$ cat config.mk
export PLATFORM = sky130hd
export DESIGN_NAME = multi_mode_timer_flat
export DESIGN_NICKNAME = d
export VERILOG_FILES = /design/src/rtl/timer_pkg.sv /design/src/rtl/multi_mode_timer_if.sv /design/src/rtl/multi_mode_timer_tick_strobe.sv /design/src/rtl/multi_mode_timer.sv /design/src/flat_wrapper.sv
export SDC_FILE = /design/constraint.sdc
export NUM_CORES = 1
export LEC_CHECK = 0
export ABC_CLOCK_PERIOD_IN_PS = 2400
export BUFFER_PORTS_ARGS = -buffer_cell sky130_fd_sc_hd__buf_4
export CAP_MARGIN = 20
export CORE_MARGIN = 2
export CORE_UTILIZATION = 57
export DETAILED_ROUTE_END_ITERATION = 8
export GPL_ROUTABILITY_DRIVEN = 0
export PLACE_DENSITY = 0.79
export SLEW_MARGIN = 20
export SYNTH_ARGS = -nofsm -noshare
export SYNTH_HDL_FRONTEND = slang
export SYNTH_SLANG_ARGS = --single-unit
$ cat constraint.sdc
create_clock -name clk -period 2.4 [get_ports clk]
set_input_delay 0.12 -clock clk [delete_from_list [all_inputs] [get_ports clk]]
set_output_delay 0.12 -clock clk [all_outputs]
set_load 0.005 [all_outputs]
$ cat src/rtl/timer_pkg.sv
// Shared types and defaults for the multi-mode countdown timer.
package timer_pkg;
    typedef enum logic [1:0] {IDLE, RUN, PAUSED, DONE} state_e;

    localparam int W_DEFAULT         = 8;
    localparam bit EDGE_TICK_DEFAULT = 1'b1;
endpackage

$ cat src/rtl/multi_mode_timer_if.sv
// Control/status bundle between a timer client (master) and the timer (slave).
interface multi_mode_timer_if #(
    parameter int W = timer_pkg::W_DEFAULT
);
    logic [W-1:0] value;
    logic         tick_enable;
    logic         start_timer;
    logic         pause;
    logic         abort;
    logic         auto_reload;
    logic [W-1:0] remaining;
    logic         busy;
    logic         expired;
    logic         expired_pulse;

    modport master (
        output value, tick_enable, start_timer, pause, abort, auto_reload,
        input  remaining, busy, expired, expired_pulse
    );
    modport slave (
        input  value, tick_enable, start_timer, pause, abort, auto_reload,
        output remaining, busy, expired, expired_pulse
    );
endinterface

$ cat src/rtl/multi_mode_timer_tick_strobe.sv
// Turns the slow time base into a single-cycle tick, either per rising edge
// or per high cycle, with no added latency.
module tick_strobe #(
    parameter bit EDGE_TICK = timer_pkg::EDGE_TICK_DEFAULT
) (
    input  logic clk,
    input  logic Reset_Sync,
    input  logic tick_enable_i,
    output logic tick_o
);
    logic prev_tick_q;

    // Tracks tick_enable in every state so a held-high input never re-fires.
    always_ff @(posedge clk) begin
        if (Reset_Sync) prev_tick_q <= 1'b0;
        else            prev_tick_q <= tick_enable_i;
    end

    generate
        if (EDGE_TICK) begin : g_edge
            assign tick_o = tick_enable_i & ~prev_tick_q;
        end else begin : g_level
            assign tick_o = tick_enable_i;
        end
    endgenerate
endmodule

$ cat src/rtl/multi_mode_timer.sv
// Countdown timer with pause, abort, one-shot/periodic modes and expiry
// reported both as a held level and a one-cycle pulse.
module multi_mode_timer
    import timer_pkg::*;
#(
    parameter int W         = W_DEFAULT,
    parameter bit EDGE_TICK = EDGE_TICK_DEFAULT
) (
    input  logic                  clk,
    input  logic                  Reset_Sync,
    multi_mode_timer_if.slave     bus
);
    localparam logic [W-1:0] CNT_ONE = W'(1);

    state_e       state_q;
    logic [W-1:0] count_q;
    logic [W-1:0] reload_q;
    logic         busy_q;
    logic         expired_q;
    logic         pulse_q;
    logic         tick;

    tick_strobe #(.EDGE_TICK(EDGE_TICK)) u_tick (
        .clk           (clk),
        .Reset_Sync    (Reset_Sync),
        .tick_enable_i (bus.tick_enable),
        .tick_o        (tick)
    );

    always_ff @(posedge clk) begin
        if (Reset_Sync) begin
            state_q   <= IDLE;
            count_q   <= '0;
            reload_q  <= '0;
            busy_q    <= 1'b0;
            expired_q <= 1'b0;
            pulse_q   <= 1'b0;
        end else begin
            pulse_q <= 1'b0;
            if (bus.abort) begin
                state_q   <= IDLE;
                count_q   <= '0;
                busy_q    <= 1'b0;
                expired_q <= 1'b0;
            end else if (bus.start_timer) begin
                count_q  <= bus.value;
                reload_q <= bus.value;
                // A zero duration expires immediately, even in periodic mode.
                if (bus.value == '0) begin
                    state_q   <= DONE;
                    busy_q    <= 1'b0;
                    expired_q <= 1'b1;
                    pulse_q   <= 1'b1;
                end else begin
                    state_q   <= RUN;
                    busy_q    <= 1'b1;
                    expired_q <= 1'b0;
                end
            end else begin
                case (state_q)
                    RUN: begin
                        if (bus.pause) begin
                            state_q <= PAUSED;
                        end else if (tick) begin
                            if (count_q > CNT_ONE) begin
                                count_q <= count_q - CNT_ONE;
                            end else if (bus.auto_reload) begin
                                count_q <= reload_q;
                                pulse_q <= 1'b1;
                            end else begin
                                count_q   <= '0;
                                state_q   <= DONE;
                                busy_q    <= 1'b0;
                                expired_q <= 1'b1;
                                pulse_q   <= 1'b1;
                            end
                        end
                    end
                    // Resuming takes effect next cycle, so a tick coinciding
                    // with the release of pause is dropped.
                    PAUSED: if (!bus.pause) state_q <= RUN;
                    default: ;
                endcase
            end
        end
    end

    assign bus.remaining     = count_q;
    assign bus.busy          = busy_q;
    assign bus.expired       = expired_q;
    assign bus.expired_pulse = pulse_q;
endmodule

$ cat src/flat_wrapper.sv
// flat-port wrapper written by rule: the top's interface ports become plain ports
module multi_mode_timer_flat import timer_pkg::*;
#(
    parameter int W         = W_DEFAULT,
    parameter bit EDGE_TICK = EDGE_TICK_DEFAULT
)
  (clk, Reset_Sync, bus_value, bus_tick_enable, bus_start_timer, bus_pause, bus_abort, bus_auto_reload, bus_remaining, bus_busy, bus_expired, bus_expired_pulse);
  multi_mode_timer_if #(.W(W)) bus_i ();
  input  logic clk;
  input  logic Reset_Sync;
  input wire logic [$bits(bus_i.value)-1:0] bus_value;
  input wire logic [$bits(bus_i.tick_enable)-1:0] bus_tick_enable;
  input wire logic [$bits(bus_i.start_timer)-1:0] bus_start_timer;
  input wire logic [$bits(bus_i.pause)-1:0] bus_pause;
  input wire logic [$bits(bus_i.abort)-1:0] bus_abort;
  input wire logic [$bits(bus_i.auto_reload)-1:0] bus_auto_reload;
  output wire logic [$bits(bus_i.remaining)-1:0] bus_remaining;
  output wire logic [$bits(bus_i.busy)-1:0] bus_busy;
  output wire logic [$bits(bus_i.expired)-1:0] bus_expired;
  output wire logic [$bits(bus_i.expired_pulse)-1:0] bus_expired_pulse;
  assign bus_i.value = bus_value;
  assign bus_i.tick_enable = bus_tick_enable;
  assign bus_i.start_timer = bus_start_timer;
  assign bus_i.pause = bus_pause;
  assign bus_i.abort = bus_abort;
  assign bus_i.auto_reload = bus_auto_reload;
  assign bus_remaining = bus_i.remaining;
  assign bus_busy = bus_i.busy;
  assign bus_expired = bus_i.expired;
  assign bus_expired_pulse = bus_i.expired_pulse;
  multi_mode_timer #(.W(W), .EDGE_TICK(EDGE_TICK)) u_core (.clk(clk), .Reset_Sync(Reset_Sync), .bus(bus_i));
endmodule
==> run summary <==
Net Count, Synth: 163
highest metal layer with signal wires: met4
Detailed Route WL: 3.126 mm
multi-input logic area: 750.7 µm²
clock buffer depth: 2
ys async rst share: 0%
crit path launch type: register
HPWL after detailed placement: 2.262 mm
status: complete, no violations
Final Hold Viols: 0
vias in the first global route: 1086
CP Capture Type: register
post-synth top area cell: dfxtp_1
R2R Setup Slk: 460 ps
GRT Total Usage: 26.60%
placed cell area: 1429 µm²
Yosys top cell area share: 34.75%
WP data required: 2640 ps
dpl ws: 536.1 ps
Core ar.: 2148 µm²
TNS Setup: 0 ps
Tcrit/Tclk final: 80.74%
Final setup viols: 0
Worst-Skew Late Latency: 310 ps
Netlist cell types: 44
Sequential Area: 440.4 µm²
normalized max-slew margin: 64.20%
hold buffer count at CTS: 0
post-CTS sizing: 0
WL/cell: 16.03 µm
final setup skew: 1.897 ps
htree depth: 1
Hold WC Path Type: in -> reg
PwrDens: 498.9 nW/µm²
post-synthesis sequential area ratio: 34.75%
CP Max Fanout: 9
ANT nets after route: 0
max-cap violations: 0
fin. max-slew vios: 0
#FFs+latches synth: 22
die area: 2617 µm²
Syn Inst Count: 146
RSZ-0062 raised after global routing: no
global route overflow: 0
Die H: 51.16 µm
CP Data Arrival Time: 2180 ps
FILL cells: 196
final-stage net count: 186
Post-Syn Area per Cell: 8.681 µm²
clock-pin slew on the worst setup and hold paths: 120 ps
Post-Layout Cell Count: 195
P_leak: 0.5740 nW
n_diodes: 0
worst slew pin tran: 535.0 ps
row cnt: 17
clock root cell: clkbuf_4
first-pass GRT wire length: 5.168 mm
WL met1: 1.441 mm
post-synthesis instance area: 1267 µm²
CTS sink cnt: 22
share of cells above drive strength 1: 22.75%
final instance area: 1451 µm²
drt drc: 0
initial antenna violation count: 0
count of input and output buffers: 25
fin crit period: 1938 ps
top_reg_cell synth: dfxtp_1
most area-consuming cells after synthesis: dfxtp_1, mux2i_1, nor2_1
synth warn: 0
setup repair bufs after CTS: 0
Via Count: 1208
kind of critical path: reg -> reg
Worst IR Drop VDD: 341.2 µV
Layout area overhead: 14.51%
drt pass-1 iters: 4
EDFF count, synth: 0
dpl cells: 192
Die Wd: 51.16 µm
met3 wire length: 192 µm
Iteration-0 DRC Markers: 35
Achievable Freq: 516.1 MHz
starting density of the core: 59.00%
PnR worst setup slack: 462.3 ps
Num CTS Buffers: 3
Vias/cell: 6.195
DR WL met2: 1.393 mm
largest net degree at the start of global routing: 22
io pins: 26
CTS tree: built
## registers in the layout, indices dropped and copies added (netlist names)
register / count
u_core.bus.remaining: 8
u_core.reload_q: 8
u_core.state_q: 2
u_core.bus.busy: 1
u_core.bus.expired: 1
u_core.bus.expired_pulse: 1
u_core.u_tick.prev_tick_q: 1
## layout by cell type, fill, tap and decap left out, types with 2 or more instances in the layout
| cell type | netlist | routed |
|---|---|---|
| nand2_1 | 6 | 6 |
| or2_2 | 3 | 3 |
| nand2b_1 | 3 | 3 |
| dfxtp_1 | 22 | 22 |
| buf_4 | 2 | 25 |
| o21ai_0 | 7 | 7 |
| inv_1 | 4 | 4 |
| nor3_1 | 7 | 7 |
| a32o_1 | 2 | 2 |
| nor2_1 | 22 | 22 |
| mux2i_1 | 11 | 11 |
| o2bb2ai_1 | 2 | 2 |
| ha_1 | 2 | 2 |
| nor4_1 | 4 | 4 |
| a31oi_1 | 4 | 4 |
| a21oi_1 | 4 | 4 |
| a21boi_0 | 2 | 2 |
| o311ai_0 | 3 | 3 |
| nand3_1 | 5 | 5 |
| o31ai_1 | 3 | 3 |
| clkbuf_4 | 0 | 3 |
| nor2b_1 | 2 | 2 |
| o211ai_1 | 2 | 2 |
## final timing paths
path                            cells after the start               startpoint                   endpoint
worst max-delay path                                6  u_core.bus.remaining[0]    u_core.bus.remaining[0]
worst min-delay path                                2          bus_tick_enable  u_core.u_tick.prev_tick_q
worst max register to register                      6  u_core.bus.remaining[0]    u_core.bus.remaining[0]
worst min register to register                      2       u_core.reload_q[6]    u_core.bus.remaining[6]
## per-stage QoR
stage	total power, mW	util (%)	hold slack, ps
3_5_place_dp	0.5594	66.51	362.7
5_1_grt	0.7553	67.56	39.31
2_1_floorplan	0.5095	-	248.2
3_3_place_gp	0.5561	66.51	357.6
6_report	0.7241	67.56	36.11
4_1_cts	0.7224	67.56	40.43
## where the power goes
| group | internal, mW | switching, mW |
|---|---|---|
| logic | 0.0738 | 0.0828 |
| registers | 0.381 | 0.0168 |
| clock network | 0.0588 | 0.111 |
## layer usage
metal  global-route usage [%]  up-vias
met1                    39.19      556
met2                    37.66       53
met5                        0        -
met3                    4.094       11
met4                    12.61        0
li1                         -      588
## worst max-delay path, cell delays in order (launching register included)
cell	delay (ps)
dfxtp_1	470
inv_1	70
ha_1	250
nor2_1	420
nor3_4	160
a211o_2	330
a31oi_1	170
## logic make-up (layout without fill, tap and decap cells)
family                   after synthesis  after routing  share of synthesized area [%]
XOR/XNOR                               1              1                         0.6911
multiplexers                          12             12                          9.576
buffers and inverters                 11             32                          6.021
flip-flops                            22             22                          34.75
adder cells (fa/ha/maj)                3              3                          2.764
AND/OR/NAND/NOR                       61             61                          25.87
AO/OA/AOI/OAI                         36             36                          20.34
## cells in the mapped netlist (all sizes together), types with 2 or more instances
cell and instances:
mux2i 11, dfxtp 22, a21boi 2, nand3 5, nor4 4, nand2 6
o21ai 7, buf 3, o2bb2ai 2, a21oi 4, clkbuf 4, or2 3
nand2b 3, nor2 23, nor3 8, o211ai 2, o31ai 3, nor2b 2
inv 4, a31oi 4, o311ai 3, a32o 2, ha 2
## final cells by class
cell class / instances / area share [%]
Inverter: 4 / 1.034
Clock buffer: 3 / 1.552
Sequential cell: 22 / 30.34
Multi-Input combinational cell: 113 / 51.72
Tap cell: 28 / 2.414
Timing Repair Buffer: 25 / 12.93
Power figures use the tool's default switching activity.
